File: src/rtl/trigger_link_pkg.sv
// Shared constants for the trigger link framer: comma/idle characters, frame geometry
// and link bring-up state encodings.
package trigger_link_pkg;

    localparam int FRAME_BITS      = 64;
    localparam int COMMA_BITS      = 8;
    localparam int PAYLOAD_BITS    = FRAME_BITS - COMMA_BITS;
    localparam int WORD_BITS       = 16;
    localparam int ADDR_BITS       = 11;

    localparam logic [7:0]  K28_5     = 8'hBC;
    localparam logic [7:0]  K28_1     = 8'h3C;
    localparam logic [7:0]  K28_2     = 8'h5C;
    localparam logic [15:0] IDLE_WORD = 16'h50BC;

    localparam logic [1:0] CHARISK_COMMA = 2'b01;
    localparam logic [1:0] CHARISK_DATA  = 2'b00;

    typedef enum logic [1:0] {
        LS_RESET      = 2'd0,
        LS_WAIT_READY = 2'd1,
        LS_SYNC       = 2'd2,
        LS_RUN        = 2'd3
    } link_state_e;

    // BC0 outranks overflow; a plain crossing gets the standard K28.5 comma.
    function automatic logic [COMMA_BITS-1:0] comma_for(input logic bx0, input logic ovf);
        logic [COMMA_BITS-1:0] c;
        c = K28_5;
        if (ovf) c = K28_2;
        if (bx0) c = K28_1;
        return c;
    endfunction

endpackage

File: src/rtl/trigger_link_framer_if.sv
// GTX-facing bundle: per-link TX word, K-character flags and the per-link ready status.
// master = framer side, slave = transceiver wrapper side.
interface trigger_link_framer_if
    import trigger_link_pkg::*;
#(
    parameter int NUM_LINKS = 4
);
    logic [NUM_LINKS*WORD_BITS-1:0] tx_data;
    logic [NUM_LINKS*2-1:0]         tx_charisk;
    logic [NUM_LINKS-1:0]           tx_ready;

    modport master (output tx_data, output tx_charisk, input tx_ready);
    modport slave  (input tx_data, input tx_charisk, output tx_ready);
endinterface

File: src/rtl/trigger_link_word_mux.sv
// Per-link word selector: picks 16-bit word frame_cnt of the 64-bit frame, or the idle word.
// Purely combinational; no backpressure (GTX consumes one word every cycle).
module trigger_link_word_mux
    import trigger_link_pkg::*;
(
    input  logic [FRAME_BITS-1:0] frame_i,
    input  logic [1:0]            frame_cnt_i,
    input  logic                  frame_live_i,
    input  link_state_e           state_i,
    output logic [WORD_BITS-1:0]  word_o,
    output logic [1:0]            charisk_o
);

    always_comb begin
        word_o    = IDLE_WORD;
        charisk_o = CHARISK_COMMA;
        if (state_i == LS_RUN && frame_live_i) begin
            word_o    = frame_i[{frame_cnt_i, 4'b0000} +: WORD_BITS];
            charisk_o = (frame_cnt_i == 2'd0) ? CHARISK_COMMA : CHARISK_DATA;
        end
    end

endmodule

File: src/rtl/trigger_link_framer.sv
// Captures cluster groups per BX and frames them into 4x16-bit comma-led words per fiber; word 0
// one cycle after bx_strobe, no backpressure. Optional macro TRIG_LINK_PRBS_EN adds a PRBS-7 payload.
module trigger_link_framer
    import trigger_link_pkg::*;
#(
    parameter int                   NUM_LINKS         = 4,
    parameter int                   NUM_SOURCES       = 2,
    parameter int                   CLUSTERS_PER_LINK = 4,
    parameter int                   CLUSTER_BITS      = 14,
    parameter logic [ADDR_BITS-1:0] INVALID_ADDR_MIN  = 11'h600,
    parameter int                   SYNC_BX           = 64
) (
    input  logic                                                clk_160,
    input  logic                                                reset_i,
    input  logic                                                bx_strobe,
    input  logic                                                ttc_bx0,
    input  logic                                                overflow,
    input  logic [NUM_SOURCES*CLUSTERS_PER_LINK*CLUSTER_BITS-1:0] clusters,
`ifdef TRIG_LINK_PRBS_EN
    input  logic                                                prbs_en,
`endif
    trigger_link_framer_if.master                               tx,
    output logic [NUM_SOURCES*CLUSTERS_PER_LINK-1:0]            valid_clusters,
    output logic                                                valid_clusters_or,
    output logic [1:0]                                          link_state,
    output logic                                                strobe_err
);

    localparam int NUM_CL     = NUM_SOURCES * CLUSTERS_PER_LINK;
    localparam int GROUP_BITS = CLUSTERS_PER_LINK * CLUSTER_BITS;
    localparam int BUS_BITS   = NUM_CL * CLUSTER_BITS;
    localparam int SYNC_W     = $clog2(SYNC_BX + 1);

    if (GROUP_BITS > PAYLOAD_BITS) begin : g_bad_payload
        $error("CLUSTERS_PER_LINK*CLUSTER_BITS exceeds the 56-bit frame payload");
    end
    if (CLUSTER_BITS < ADDR_BITS) begin : g_bad_cluster
        $error("CLUSTER_BITS too small to hold the 11-bit address field");
    end

    link_state_e          state_q, state_d;
    logic [SYNC_W-1:0]    sync_cnt_q, sync_cnt_d;
    logic [1:0]           frame_cnt_q, frame_cnt_d;
    logic                 frame_live_q, frame_live_d;
    logic                 strobe_err_q, strobe_err_d;
    logic [BUS_BITS-1:0]  clusters_q, clusters_d;
    logic                 bx0_q, bx0_d;
    logic                 ovf_q, ovf_d;
    logic [NUM_CL-1:0]    valid_q, valid_d;
    logic                 valid_or_q, valid_or_d;
    logic [NUM_CL-1:0]    valid_in;
    logic                 all_ready;

    assign all_ready = &tx.tx_ready;

    // Link bring-up; losing any ready bit outranks every other transition.
    always_comb begin
        state_d    = state_q;
        sync_cnt_d = sync_cnt_q;
        case (state_q)
            LS_RESET: state_d = LS_WAIT_READY;
            LS_WAIT_READY: begin
                if (bx_strobe && all_ready) begin
                    state_d    = LS_SYNC;
                    sync_cnt_d = '0;
                end
            end
            LS_SYNC: begin
                if (bx_strobe) begin
                    if (sync_cnt_q == SYNC_W'(SYNC_BX - 1)) begin
                        state_d    = LS_RUN;
                        sync_cnt_d = '0;
                    end else begin
                        sync_cnt_d = sync_cnt_q + 1'b1;
                    end
                end
            end
            default: state_d = state_q;
        endcase
        if (state_q != LS_RESET && !all_ready) begin
            state_d    = LS_WAIT_READY;
            sync_cnt_d = '0;
        end
    end

    // frame_live distinguishes "showing word 3" from "parked at 3 after the frame ended".
    always_comb begin
        frame_cnt_d  = frame_cnt_q;
        frame_live_d = frame_live_q;
        strobe_err_d = strobe_err_q;
        if (bx_strobe) begin
            frame_cnt_d  = 2'd0;
            frame_live_d = 1'b1;
            if (frame_cnt_q != 2'd3) strobe_err_d = 1'b1;
        end else if (frame_cnt_q != 2'd3) begin
            frame_cnt_d = frame_cnt_q + 2'd1;
        end else if (frame_live_q) begin
            frame_live_d = 1'b0;
            strobe_err_d = 1'b1;
        end
    end

    always_comb begin
        valid_in = '0;
        for (int k = 0; k < NUM_CL; k++) begin
            valid_in[k] = clusters[k*CLUSTER_BITS +: ADDR_BITS] < INVALID_ADDR_MIN;
        end
    end

    always_comb begin
        clusters_d = clusters_q;
        bx0_d      = bx0_q;
        ovf_d      = ovf_q;
        valid_d    = valid_q;
        valid_or_d = valid_or_q;
        if (bx_strobe) begin
            clusters_d = clusters;
            bx0_d      = ttc_bx0;
            ovf_d      = overflow;
            valid_d    = valid_in;
            valid_or_d = |valid_in;
        end
    end

    always_ff @(posedge clk_160) begin
        if (reset_i) begin
            state_q      <= LS_RESET;
            sync_cnt_q   <= '0;
            frame_cnt_q  <= 2'd3;
            frame_live_q <= 1'b0;
            strobe_err_q <= 1'b0;
            clusters_q   <= '0;
            bx0_q        <= 1'b0;
            ovf_q        <= 1'b0;
            valid_q      <= '0;
            valid_or_q   <= 1'b0;
        end else begin
            state_q      <= state_d;
            sync_cnt_q   <= sync_cnt_d;
            frame_cnt_q  <= frame_cnt_d;
            frame_live_q <= frame_live_d;
            strobe_err_q <= strobe_err_d;
            clusters_q   <= clusters_d;
            bx0_q        <= bx0_d;
            ovf_q        <= ovf_d;
            valid_q      <= valid_d;
            valid_or_q   <= valid_or_d;
        end
    end

`ifdef TRIG_LINK_PRBS_EN
    // PRBS-7 runs on every strobe regardless of prbs_en, one byte per payload lane.
    logic [6:0]              prbs_q, prbs_d;
    logic [PAYLOAD_BITS-1:0] prbs_payload_q, prbs_payload_d;

    always_comb begin
        logic [6:0]              lfsr;
        logic                    fb;
        logic [PAYLOAD_BITS-1:0] bits;
        lfsr           = prbs_q;
        fb             = 1'b0;
        bits           = '0;
        prbs_d         = prbs_q;
        prbs_payload_d = prbs_payload_q;
        for (int b = 0; b < PAYLOAD_BITS; b++) begin
            fb      = lfsr[6] ^ lfsr[5];
            lfsr    = {lfsr[5:0], fb};
            bits[b] = fb;
        end
        if (bx_strobe) begin
            prbs_d         = lfsr;
            prbs_payload_d = bits;
        end
    end

    always_ff @(posedge clk_160) begin
        if (reset_i) begin
            prbs_q         <= 7'h7F;
            prbs_payload_q <= '0;
        end else begin
            prbs_q         <= prbs_d;
            prbs_payload_q <= prbs_payload_d;
        end
    end
`endif

    logic [COMMA_BITS-1:0] comma;
    logic [FRAME_BITS-1:0] frame [NUM_SOURCES];

    assign comma = comma_for(bx0_q, ovf_q);

    always_comb begin
        for (int g = 0; g < NUM_SOURCES; g++) begin
            frame[g] = {PAYLOAD_BITS'(clusters_q[g*GROUP_BITS +: GROUP_BITS]), comma};
`ifdef TRIG_LINK_PRBS_EN
            if (prbs_en && state_q == LS_RUN) frame[g] = {prbs_payload_q, comma};
`endif
        end
    end

    logic [NUM_LINKS*WORD_BITS-1:0] word_bus;
    logic [NUM_LINKS*2-1:0]         charisk_bus;

    for (genvar i = 0; i < NUM_LINKS; i++) begin : g_link
        trigger_link_word_mux u_word_mux (
            .frame_i      (frame[i % NUM_SOURCES]),
            .frame_cnt_i  (frame_cnt_q),
            .frame_live_i (frame_live_q),
            .state_i      (state_q),
            .word_o       (word_bus[i*WORD_BITS +: WORD_BITS]),
            .charisk_o    (charisk_bus[i*2 +: 2])
        );
    end

    assign tx.tx_data          = word_bus;
    assign tx.tx_charisk       = charisk_bus;
    assign valid_clusters      = valid_q;
    assign valid_clusters_or   = valid_or_q;
    assign link_state          = state_q;
    assign strobe_err          = strobe_err_q;

endmodule

File: src/flat_wrapper.sv
// flat-port wrapper written by rule: the top's interface ports become plain ports
module trigger_link_framer_flat import trigger_link_pkg::*;
#(
    parameter int                   NUM_LINKS         = 4,
    parameter int                   NUM_SOURCES       = 2,
    parameter int                   CLUSTERS_PER_LINK = 4,
    parameter int                   CLUSTER_BITS      = 14,
    parameter logic [ADDR_BITS-1:0] INVALID_ADDR_MIN  = 11'h600,
    parameter int                   SYNC_BX           = 64
)
  (clk_160, reset_i, bx_strobe, ttc_bx0, overflow, clusters, valid_clusters, valid_clusters_or, link_state, strobe_err, tx_tx_data, tx_tx_charisk, tx_tx_ready);
  trigger_link_framer_if #(.NUM_LINKS(NUM_LINKS)) tx_i ();
  input  logic clk_160;
  input  logic reset_i;
  input  logic bx_strobe;
  input  logic ttc_bx0;
  input  logic overflow;
  input  logic [NUM_SOURCES*CLUSTERS_PER_LINK*CLUSTER_BITS-1:0] clusters;
  output logic [NUM_SOURCES*CLUSTERS_PER_LINK-1:0] valid_clusters;
  output logic valid_clusters_or;
  output logic [1:0] link_state;
  output logic strobe_err;
  output wire logic [$bits(tx_i.tx_data)-1:0] tx_tx_data;
  output wire logic [$bits(tx_i.tx_charisk)-1:0] tx_tx_charisk;
  input wire logic [$bits(tx_i.tx_ready)-1:0] tx_tx_ready;
  assign tx_tx_data = tx_i.tx_data;
  assign tx_tx_charisk = tx_i.tx_charisk;
  assign tx_i.tx_ready = tx_tx_ready;
  trigger_link_framer #(.NUM_LINKS(NUM_LINKS), .NUM_SOURCES(NUM_SOURCES), .CLUSTERS_PER_LINK(CLUSTERS_PER_LINK), .CLUSTER_BITS(CLUSTER_BITS), .INVALID_ADDR_MIN(INVALID_ADDR_MIN), .SYNC_BX(SYNC_BX)) u_core (.clk_160(clk_160), .reset_i(reset_i), .bx_strobe(bx_strobe), .ttc_bx0(ttc_bx0), .overflow(overflow), .clusters(clusters), .tx(tx_i), .valid_clusters(valid_clusters), .valid_clusters_or(valid_clusters_or), .link_state(link_state), .strobe_err(strobe_err));
endmodule
File: config.mk
export PLATFORM = sky130hd
export DESIGN_NAME = trigger_link_framer_flat
export DESIGN_NICKNAME = d
export VERILOG_FILES = /design/src/rtl/trigger_link_pkg.sv /design/src/rtl/trigger_link_framer_if.sv /design/src/rtl/trigger_link_word_mux.sv /design/src/rtl/trigger_link_framer.sv /design/src/flat_wrapper.sv
export SDC_FILE = /design/constraint.sdc
export NUM_CORES = 1
export LEC_CHECK = 0
export CAP_MARGIN = 10
export CELL_PAD_IN_SITES_DETAIL_PLACEMENT = 1
export CELL_PAD_IN_SITES_GLOBAL_PLACEMENT = 1
export CORE_MARGIN = 1.5
export CORE_UTILIZATION = 27
export CTS_BUF_LIST = sky130_fd_sc_hd__clkbuf_16
export DETAILED_ROUTE_END_ITERATION = 6
export PLACE_DENSITY = 0.74
export SLEW_MARGIN = 15
export SYNTH_ARGS = -nofsm -noshare
export SYNTH_HDL_FRONTEND = slang
export SYNTH_HIERARCHICAL = 1
export SYNTH_SLANG_ARGS = --single-unit
File: constraint.sdc
create_clock -name clk_160 -period 2.33 [get_ports clk_160]
set_input_delay 0.699 -clock clk_160 [delete_from_list [all_inputs] [get_ports clk_160]]
set_output_delay 0.699 -clock clk_160 [all_outputs]
set_load 0.02 [all_outputs]
==> results.json <==
{
  "irDropWorstVdd_uv": 349,
  "drive_gt1_share_pct": 30.7,
  "drt_iter0_drc": 329,
  "grt_use_total_pct": 18.7,
  "grt_max_degree": 74,
  "synth.most_common_cell": "mux2i_1",
  "path_clk_slew_ns": 0.06,
  "p_per_area_nw_per_um2": 660,
  "insertion_delay_ns": 0.42,
  "cts.htree.levels": 4,
  "rsz0062_at_grt": "yes",
  "skew_ns": 0.00500,
  "viasPerCell": 4.95,
  "multiInputGateArea_um2": 4960,
  "setup.worst_path.start_class": "register",
  "drc_errors": 0,
  "slew_viol_final": 0,
  "avgSynthCellArea_um2": 10.0,
  "seqCellArea_um2": 2730,
  "ys_warn_count": 6,
  "worst_slack_ns": -0.209,
  "vias": 6756,
  "wire_per_inst_um": 20.4,
  "place_hpwl_um": 18400,
  "synth_cell_types": 53,
  "diodes": 0,
  "cts-root-buf": "clkbuf_16",
  "period_share_pct": 109,
  "cts_buffer_depth": 2,
  "critPathLaunch": "u_core/frame_cnt_q[1]$_SDFFE_PP1P_",
  "fin_util_pct": 44.1,
  "worstPathArrival_ns": 1.84,
  "fill_cells": 2946,
  "yosys.area.top_type": "dfxtp_1",
  "setup.worst_path.class": "reg2out",
  "grt_pass1_vias": 6970,
  "synthTopCellsByCount": "mux2i_1, dfxtp_1, nor2_1",
  "endpoint": "tx_tx_data[5]",
  "worstRegToRegCells": 8,
  "initial_core_util_pct": 27.5,
  "crit_required_ns": 1.63,
  "die_area_um2": 28400,
  "cts.sinks": 136,
  "hp-class": "reg2reg",
  "io_pins": 205,
  "finalCriticalPeriod_ns": 2.54,
  "grt_antenna_before_repair": 0,
  "synth-async-reset-ratio_pct": 0,
  "r2r_slack_ns": 0.24,
  "r2r-end": "u_core/sync_cnt_q[3]$_SDFFE_PP0P_",
  "synth_flop_cell": "dfxtp_1",
  "setup_viol": 61,
  "failed_checks": "negative setup slack",
  "hold_violations": 0,
  "pre_cts_ws_ns": -0.280,
  "tritoncts": "done",
  "core-area_um2": 27000,
  "synth_edf_count": 0,
  "globalplace.congestion": 0.810,
  "timing.fmax_ghz": 0.394,
  "numPortBuffers": 200,
  "slew_headroom_pct": 54.6,
  "status": "finished with violations",
  "numCtsBuffers": 17,
  "wirelength_um": 27900,
  "syn_inst": 740,
  "cp-end-kind": "output pin",
  "die_y_um": 169,
  "r2r-start": "u_core/link_state[1]$_SDFFE_PP0P_",
  "dr.pass1.iters": 4,
  "nets": 1137,
  "syn_area_um2": 7410,
  "drtAntennaViolNets": 0,
  "cts_hold_buf": 0,
  "worstMarginPinSlew_ns": 0.681,
  "synth_top_area_share_pct": 36.8,
  "die_w_um": 169,
  "drv_cap": 0,
  "synthToLayoutAreaGrowth_pct": 60.6,
  "cp_max_fo": 7,
  "ys_seq_area_share_pct": 36.8,
  "grt-ovfl-total": 0,
  "ys_top_cells_by_area": "dfxtp_1, mux2i_1, nor2_1",
  "yosys_register_bits": 136,
  "placement_rows": 60,
  "p_leak_uw": 0.00501,
  "grt_pass1_wl_um": 40700
}
-- power breakdown --
part	internal, uW	switching, uW
clock network	1780	1170
registers	2480	165
logic	1180	1080
total	5440	2410
-- placed cells by master (no fill, tap or decap), types with 4 or more instances in the layout --
cell type,synthesis,final
inv_1,6,6
conb_1,6,24
buf_6,9,61
nor3_1,5,5
nor2_1,130,129
a21oi_1,6,6
and4_4,0,4
buf_2,18,13
a22oi_1,16,6
nand4_1,6,6
o21ai_0,4,4
and4b_4,0,4
dfxtp_1,136,131
o22ai_4,0,7
buf_4,9,61
clkdlybuf4s50_1,0,128
ha_1,5,5
buf_16,0,7
nand3_1,5,5
mux2i_4,0,25
o22ai_1,37,16
nand2_1,5,5
a22oi_2,12,22
mux2i_1,243,194
mux2i_2,0,24
clkbuf_16,0,21
o22ai_2,0,14
buf_12,4,14
a311oi_1,8,8
-- worst min path at each step --
stage | from | end | slack, ns | depth (start not counted)
after floorplan | u_core/sync_cnt_q[6]$_SDFFE_PP0P_ | u_core/sync_cnt_q[6]$_SDFFE_PP0P_ | 0.43 | 2
after global placement | u_core/sync_cnt_q[6]$_SDFFE_PP0P_ | u_core/sync_cnt_q[6]$_SDFFE_PP0P_ | 0.46 | 2
after detailed placement | u_core/sync_cnt_q[6]$_SDFFE_PP0P_ | u_core/sync_cnt_q[6]$_SDFFE_PP0P_ | 0.45 | 2
after CTS | u_core/sync_cnt_q[6]$_SDFFE_PP0P_ | u_core/sync_cnt_q[6]$_SDFFE_PP0P_ | 0.47 | 2
after global routing | u_core/sync_cnt_q[6]$_SDFFE_PP0P_ | u_core/sync_cnt_q[6]$_SDFFE_PP0P_ | 0.49 | 2
final | u_core/sync_cnt_q[6]$_SDFFE_PP0P_ | u_core/sync_cnt_q[6]$_SDFFE_PP0P_ | 0.47 | 2
-- state kept, by name, indices dropped and copies added, names as in the netlist --
signal,count
u_core/clusters_q,112
u_core/valid_clusters,8
u_core/sync_cnt_q,7
u_core/frame_cnt_q,2
u_core/link_state,2
u_core/bx0_q,1
u_core/frame_live_q,1
u_core/ovf_q,1
u_core/strobe_err,1
u_core/valid_clusters_or,1
-- critical path: stages, from the launching register on --
cell	delay (ns)
dfxtp_4	0.38
buf_12	0.15
buf_6	0.14
buf_8	0.14
mux2i_1	0.26
a22oi_1	0.15
buf_4	0.18
-- metrics by stage --
step	hold WS [ns]	std cells	cell area, um^2	TNS [ns]	power (uW)
floorplan	0.434	758	7470	0	3720
global placement	0.460	1292	9970	-6.38	4370
detailed placement	0.455	1292	9970	-7.09	4410
CTS	0.469	1353	11500	-5.31	7710
global route	0.490	1365	11900	-8.74	8190
finish	0.473	1365	11900	-4.84	7860
-- per-layer routing --
metal / track usage [%] / share of wire, % / up-vias
met3: 3.37 / 4.3 / 10
met2: 31.5 / 49 / 184
met4: 5.16 / 0.65 / 0
met5: 0 / 0 / -
li1: - / - / 3240
met1: 24.5 / 46 / 3322
-- cell type report --
| class | count | share of cell area [%] |
|---|---|---|
| Multi-Input combinational cell | 556 | 41.7 |
| Clock buffer | 18 | 3.79 |
| Sequential cell | 136 | 23.0 |
| Tap cell | 341 | 3.59 |
| Timing Repair Buffer | 294 | 26.2 |
| Clock inverter | 14 | 1.55 |
| Inverter | 6 | 0.189 |
-- cell families after synthesis --
logic type	synth area share, %
other	0.304
muxes	32.8
and+or+nand+nor	11.9
AOI/OAI and AO/OA	10.6
buffers and inverters	6.64
DFF	36.8
adders and majority gates	0.845
xor gates and xnor gates	0.118
-- what timing repair did --
action / in CTS / in global routing
resized for setup: 486 / 66
cloned: 5 / 4
setup endpoints to repair: 70 / 64
pin swaps: 23 / 15
buffers inserted: 24 / 9
(Power assumes the default switching activity.)
